==> src/rtl/seg7_scan_display.sv <==
// Time-multiplexed common-anode 7-segment driver: status glyph on digit 0, hex nibbles on the rest.
// Optional feature macro: BLINK_EN (blinks the whole display while the snapshotted state is 3'b101).
module seg7_scan_display #(
  parameter int NUM_DIGITS     = 4,
  parameter int SCAN_DIV       = 1000,
  parameter int DEAD_CYC       = 2,
  parameter int BLINK_FRAMES   = 64,
  parameter int SEG_ACTIVE_LOW = 1
) (
  input  logic                        i_clk,
  input  logic                        i_rst,
  input  logic [2:0]                  i_state,
  input  logic [4*(NUM_DIGITS-1)-1:0] i_digits,
  input  logic [NUM_DIGITS-2:0]       i_blank,
  output logic [6:0]                  o_seg,
  output logic [NUM_DIGITS-1:0]       o_an,
  output logic                        o_frame
);

  localparam int PW = (SCAN_DIV > 2) ? $clog2(SCAN_DIV) : 1;
  localparam int IW = (NUM_DIGITS > 2) ? $clog2(NUM_DIGITS) : 1;
  localparam logic [2:0] ST_FAULT = 3'b101;

  function automatic logic [6:0] status_glyph(input logic [2:0] s);
    case (s)
      3'b000, 3'b100:         status_glyph = 7'b0010010;
      3'b001, 3'b010, 3'b011: status_glyph = 7'b1000001;
      3'b101:                 status_glyph = 7'b0001110;
      default:                status_glyph = 7'b1111111;
    endcase
  endfunction

  function automatic logic [6:0] hex_glyph(input logic [3:0] n);
    case (n)
      4'h0: hex_glyph = 7'b1000000;
      4'h1: hex_glyph = 7'b1111001;
      4'h2: hex_glyph = 7'b0100100;
      4'h3: hex_glyph = 7'b0110000;
      4'h4: hex_glyph = 7'b0011001;
      4'h5: hex_glyph = 7'b0010010;
      4'h6: hex_glyph = 7'b0000010;
      4'h7: hex_glyph = 7'b1111000;
      4'h8: hex_glyph = 7'b0000000;
      4'h9: hex_glyph = 7'b0010000;
      4'hA: hex_glyph = 7'b0001000;
      4'hB: hex_glyph = 7'b0000011;
      4'hC: hex_glyph = 7'b1000110;
      4'hD: hex_glyph = 7'b0100001;
      4'hE: hex_glyph = 7'b0000110;
      default: hex_glyph = 7'b0001110;
    endcase
  endfunction

  // Scan counters
  logic [PW-1:0] presc_q, presc_d;
  logic [IW-1:0] idx_q, idx_d;
  logic          slot_end, frame_end;

  assign slot_end  = (presc_q == PW'(SCAN_DIV - 1));
  assign frame_end = slot_end && (idx_q == IW'(NUM_DIGITS - 1));

  always_comb begin
    presc_d = presc_q + 1'b1;
    idx_d   = idx_q;
    if (slot_end) begin
      presc_d = '0;
      idx_d   = frame_end ? '0 : idx_q + 1'b1;
    end
  end

  always_ff @(posedge i_clk) begin
    if (i_rst) begin
      presc_q <= '0;
      idx_q   <= '0;
    end else begin
      presc_q <= presc_d;
      idx_q   <= idx_d;
    end
  end

  // Shadow registers: transparent while in reset so release shows the last reset-cycle inputs
  logic [2:0]                  st_q;
  logic [4*(NUM_DIGITS-1)-1:0] dig_q;
  logic [NUM_DIGITS-2:0]       blk_q;

  assign o_frame = !i_rst && frame_end;

  always_ff @(posedge i_clk) begin
    if (i_rst || frame_end) begin
      st_q  <= i_state;
      dig_q <= i_digits;
      blk_q <= i_blank;
    end
  end

  logic [NUM_DIGITS-1:0][6:0] glyph;

  assign glyph[0] = status_glyph(st_q);

  for (genvar k = 1; k < NUM_DIGITS; k++) begin : g_digit
    assign glyph[k] = blk_q[k-1] ? 7'h7F : hex_glyph(dig_q[4*k-1 -: 4]);
  end

  logic blink_on;

`ifdef BLINK_EN
  localparam int BW = $clog2(BLINK_FRAMES + 1);
  logic [BW-1:0] blink_cnt_q, blink_cnt_d;
  logic          blink_on_q, blink_on_d;

  // Counting happens on frame pulses; the phase only changes at snapshots, so blanking covers whole frames
  always_comb begin
    blink_cnt_d = blink_cnt_q;
    blink_on_d  = blink_on_q;
    if (o_frame) begin
      if (i_state == ST_FAULT) begin
        if (st_q != ST_FAULT) begin
          blink_on_d  = 1'b1;
          blink_cnt_d = '0;
        end else if (blink_cnt_q == BW'(BLINK_FRAMES - 1)) begin
          blink_on_d  = !blink_on_q;
          blink_cnt_d = '0;
        end else begin
          blink_cnt_d = blink_cnt_q + 1'b1;
        end
      end else begin
        blink_on_d  = 1'b1;
        blink_cnt_d = '0;
      end
    end
  end

  always_ff @(posedge i_clk) begin
    if (i_rst) begin
      blink_cnt_q <= '0;
      blink_on_q  <= 1'b1;
    end else begin
      blink_cnt_q <= blink_cnt_d;
      blink_on_q  <= blink_on_d;
    end
  end

  assign blink_on = blink_on_q;
`else
  assign blink_on = 1'b1;
`endif

  // Output stage, held internally in active-low form
  logic [6:0]            seg_q, seg_d;
  logic [NUM_DIGITS-1:0] an_q, an_d;

  always_comb begin
    seg_d = 7'h7F;
    an_d  = '1;
    if ((int'(presc_q) >= DEAD_CYC) && blink_on) begin
      for (int k = 0; k < NUM_DIGITS; k++) begin
        if (idx_q == IW'(k)) begin
          an_d[k] = 1'b0;
          seg_d   = glyph[k];
        end
      end
    end
  end

  always_ff @(posedge i_clk) begin
    if (i_rst) begin
      seg_q <= 7'h7F;
      an_q  <= '1;
    end else begin
      seg_q <= seg_d;
      an_q  <= an_d;
    end
  end

  assign o_seg = (SEG_ACTIVE_LOW != 0) ? seg_q : ~seg_q;
  assign o_an  = (SEG_ACTIVE_LOW != 0) ? an_q  : ~an_q;

endmodule

==> config.mk <==
export PLATFORM = sky130hd
export DESIGN_NAME = seg7_scan_display
export DESIGN_NICKNAME = d
export VERILOG_FILES = /design/src/rtl/seg7_scan_display.sv
export SDC_FILE = /design/constraint.sdc
export NUM_CORES = 1
export LEC_CHECK = 0
export CAP_MARGIN = 20
export CORE_UTILIZATION = 24
export CTS_BUF_LIST = sky130_fd_sc_hd__clkbuf_8
export DETAILED_ROUTE_END_ITERATION = 8
export GPL_TIMING_DRIVEN = 0
export MAX_ROUTING_LAYER = met4
export SETUP_SLACK_MARGIN = 0.02
export SLEW_MARGIN = 0
export SYNTH_ARGS = -nofsm -noshare
export SYNTH_HDL_FRONTEND = slang
export SYNTH_SLANG_ARGS = --single-unit
==> constraint.sdc <==
create_clock -name i_clk -period 3.15 [get_ports i_clk]
set_input_delay 0.4725 -clock i_clk [delete_from_list [all_inputs] [get_ports i_clk]]
set_output_delay 0.4725 -clock i_clk [all_outputs]
set_load 0.005 [all_outputs]
Yosys cells after proc, flatten, opt, wreduce, memory -nomap -nowiden

Memories as Yosys holds them, arrays and structs flattened. A register that Yosys moved wholly into a read port is not among the register bits.
Cells that the tools add are included.

Memory bits (writable): 0
Word-level logic and storage cells: 49
Memories: 3
Input port bits: 20
Output and inout port bits: 12
Register bits after elaboration: 41
Latch bits: 0
Bits in read-only memories: 336

Add/subtract/negate cells: 2
Reductions and logical operators: 10
Order comparisons: 1
Bitwise gates (word level): 1
$mul: 0
Equality and inequality tests: 9
Muxes and demuxes: 16
Shifts and indexed selects: 0
Divide/modulo/power cells: 0

Memory list:

| name            | words | width | rd ports | clocked after Yosys merged registers in | write ports | RTL line | text |
|---|---|---|---|---|---|---|---|
| (no name shown) | 16    | 7     | 1        | 1                                       | 0           | 34       | `case (n)` |
| (no name shown) | 16    | 7     | 1        | 1                                       | 0           | 34       |  |
| (no name shown) | 16    | 7     | 1        | 1                                       | 0           | 34       |  |

Operators by type and width:

| cell                  | number |
|---|---|
| $mux 7                | 7 |
| $pmux 7 s3            | 1 |
| $mux 4                | 3 |
| $add 10x1->10 const B | 1 |
| $eq 10x10->1 const B  | 1 |
| $ge 10x2->1 const B   | 1 |
| $eq 3x2->1 const B    | 2 |
| $eq 3x3->1 const B    | 2 |
| $reduce_or 2->1       | 3 |
| $eq 2x2->1 const B    | 2 |
| $mux 1                | 4 |
| $eq 3x1->1 const B    | 1 |
| $logic_not 3->1       | 1 |
| $reduce_or 3->1       | 1 |
| $add 2x1->2 const B   | 1 |
| $eq 2x1->1 const B    | 1 |
| $logic_and 1x1->1     | 2 |
| $logic_not 2->1       | 1 |
| $mux 2                | 1 |
| $logic_not 1->1       | 1 |
| $logic_or 1x1->1      | 1 |
| $not 1->1             | 1 |

Logic depth before layout (Yosys ltp)

Depth after elaboration: 7
Depth in mapped cells: 11
Depth with buffers taken out: 9

Worst setup path before layout

Ideal clock, no wire load.

Path kind: register to register
From: register presc_q[1]
To: register with a tool-made name
Buffers on the path: 2
Setup slack: 752 ps
Library setup time: 126 ps
Arrival time: 2271 ps
Required time: 3024 ps
Stages on the path, launching flop included: 11
Period minus slack after synthesis: 2398 ps
Path through: dfxtp_1 -> ha_1 -> nand2_1 -> o31a_1 -> buf_6 -> buf_6 -> mux2i_1 -> inv_1 -> ha_1 -> nor3_1 -> a211oi_2

RTL lines:

| element                | RTL line | text |
|---|---|---|
| start, declared        | 55       | `logic [PW-1:0] presc_q, presc_d;` |
| start signal, assigned | 76       | `presc_q <= presc_d;` |

==> impl_metrics.ini <==
[run_status]
status = finished, final reports clean

[synthesis]
async_flop_share_pct = 0
ys_ff_latch = 62
synth_edf_count = 18
synth_area_um2 = 3000
synth-seq-area-share_pct = 47.4
synth.largest_area_cell = dfxtp_1
synth-main-ff-cell = dfxtp_1
synth_xor_area_share_pct = 3.21
synth.area.top_cells = dfxtp_1 (29%), edfxtp_1 (18%), ha_1 (10%), mux2i_1 (9.7%), nor2_1 (3.6%)
synthCells = 282
syn_avg_cell_area_um2 = 10.6
synth_warnings = 0
synth-simple-area-share_pct = 12.0
synth_fp_nets = 326
synth_top_area_share_pct = 29.4
synthMuxAreaShare_pct = 12.1
synth_compound_area_share_pct = 10.4
synth_fa_ha_area_share_pct = 10.0
ys_types = 41
synth_top_family_by_area = multiplexers

[worst_setup_path]
max_stage_delay_ns = 0.53
crit_chain = ha_1, nand2_1, o31a_1, buf_6, buf_6, mux2i_1, inv_1, ha_1, inv_1, mux2i_1, o2bb2ai_1
critPathCaptureType = flop
cp.arrival_ns = 3.04
ff2ff_path_depth = 11
worst_path_max_delay_cell = mux2i_1
timing.rr.start = presc_q[1]$_SDFF_PP0_
crit_buf_inv = 4
startpoint_type = flop
path_max_fanout = 10
crit_family = multiplexers
r2r_slack_ns = 0.33
cp_data_required_time_ns = 3.37
crit_type = reg2reg

[final_layout]
fin_cells = 497
multi_input_area_um2 = 1430
drive_gt1_share_pct = 9.12
regArea_um2 = 1420
n_antenna_cell = 0
area.growth.synth_to_final_pct = 22.9
fillCellCount = 1289
fin_area_um2 = 3680
nets = 368

[sta]
worstMarginPinSlew_ns = 0.727
drv_slew = 0
period_share_pct = 89.5
finalSetupViolCount = 0
fin_crit_ns = 2.82
fmax_mhz = 355
totalNegativeSetupSlack_ns = 0
whs_ns = 0.458
max_slew_margin_pct = 51.5
fin_skew_ns = 0.0134
hold_viol_final = 0
rsz0062_at_grt = no

[flow_run]
maxCapViolations = 0

[cts]
h-tree-depth = 3
clk_latency_ns = 0.35
cts-root-buf = clkbuf_8
post-cts-setup-buffers = 0
cts-buffers-inserted = 9
cts.reportedPaths.clkPinSlew_ns = 0.07
holdBufCountCts = 0
cts_tree = yes
clock-sinks = 62
post_cts_resized = 0
cts_buffer_depth = 2

[drt]
antenna_left = 0
vias_per_cell = 4.26
dr_total_vias = 2116
wirelength_um = 5930
firstDrtPassIters = 4
drtIter0Drc = 84
drt-wirelength-per-cell_um = 11.9
drc = 0

[floorplanning]
die_y_um = 114
start_util_pct = 24.8
core_um2 = 12100
core.rowCount = 40
die_area_um2 = 12900
io_pins = 32
die_x_um = 114

[hold_path]
hold_class = reg2reg
min_delay_path_depth = 2
hold_end = o_seg[6]$_SDFF_PP1_

[placement]
port-buffer-count = 31
placed_cells = 481
dp_hpwl_um = 4450
dpl_cell_area_um2 = 3520
place_congestion = 0.832

[power_and_ir_drop]
p_leak_nw = 1.48
ir_worst_vdd_uv = 169
power_mw = 1.75
p_per_area_nw_per_um2 = 475

[global_routing]
antenna_found_initial = 0
grt_max_degree = 19
gr-usage-all-layers_pct = 10.2
grt_pass1_vias = 2109
overflow = 0
grt_first_pass_wirelength_um = 9850
==> stage by stage <==
| stage | setup slack, ns | utilization [%] |
|---|---|---|
| after floorplan | 0.752 | - |
| after global placement | 0.171 | 29.0 |
| after detailed placement | 0.0607 | 29.0 |
| after CTS | 0.330 | 30.4 |
| after global routing | 0.120 | 30.4 |
| final | 0.330 | 30.4 |
==> layout by cell type, fill, tap and decap left out, drive strengths merged, types with 7 or more instances in the layout <==
cell	n
o21ai	7
nor2	29
dfxtp	44
nand2	18
edfxtp	18
clkdlybuf4s50	31
inv	21
o22ai	13
clkbuf	13
xor2	7
ha	24
mux2i	32
nand3	9
buf	7
==> power by group <==
part	leakage [nW]	internal, mW	switching, mW
Clock	0.0968	0.296	0.300
Sequential	0.539	0.884	0.0221
Combinational	0.847	0.123	0.126
==> layout make-up <==
| cell class | instances | share of cell area, % |
|---|---|---|
| inverter | 20 | 2.04 |
| buffer | 10 | 1.87 |
| timing repair buffer | 31 | 8.42 |
| sequential | 62 | 38.6 |
| tap | 168 | 5.70 |
| clock buffer | 10 | 3.74 |
| multi-input combinational | 190 | 38.9 |
| clock inverter | 6 | 0.781 |
==> kinds of logic (layout without fill, tap and decap cells) <==
kind of cell               Yosys count  after routing
and+or+nand+nor                     76             76
DFF                                 62             62
AOI/OAI and AO/OA                   45             45
muxes                               34             34
buffers and inverters               30             77
adders and majority gates           24             24
xor gates and xnor gates            11             11
==> metal layers <==
metal	vias to the layer above	global-route usage, %	wire length, um
met5	-	-	0
met4	0	4.65	131
met3	13	3.56	258
met2	42	16.2	2760
met1	980	11.6	2780
li1	1081	-	-
==> worst max-delay path by stage <==
stage,start,depth (start not counted),slack [ns],end
3_3_place_gp,i_rst,11,0.17,flop
6_report,presc_q[1]$_SDFF_PP0_,11,0.33,flop
5_1_grt,presc_q[1]$_SDFF_PP0_,11,0.12,flop
4_1_cts,presc_q[1]$_SDFF_PP0_,11,0.33,flop
3_5_place_dp,i_rst,11,0.06,flop
2_1_floorplan,presc_q[1]$_SDFF_PP0_,10,0.75,flop
==> Yosys cell counts (3+ instances only) <==
| cell type | n |
|---|---|
| ha_1 | 24 |
| nor4_1 | 3 |
| o21ai_0 | 7 |
| dfxtp_1 | 44 |
| nor2_1 | 29 |
| o32ai_1 | 3 |
| or3_1 | 3 |
| o31ai_1 | 3 |
| mux2i_1 | 29 |
| nand2b_1 | 5 |
| a21oi_1 | 4 |
| edfxtp_1 | 18 |
| buf_4 | 4 |
| nand3_1 | 9 |
| inv_1 | 20 |
| xnor2_1 | 4 |
| a31oi_1 | 4 |
| clkbuf_1 | 3 |
| xor2_1 | 7 |
| nand2_1 | 18 |
| o22ai_1 | 13 |
==> worst register-to-register path, delay by kind of cell, from the launching register on <==
kind | cells | cell delay (ns)
adder cells (fa/ha/maj) | 2 | 0.53
buffers and inverters | 4 | 0.54
multiplexers | 2 | 0.61
flip-flops | 1 | 0.40
AND/OR/NAND/NOR | 1 | 0.12
AO/OA/AOI/OAI | 2 | 0.50
No activity file was read; power rests on OpenSTA's default activity.
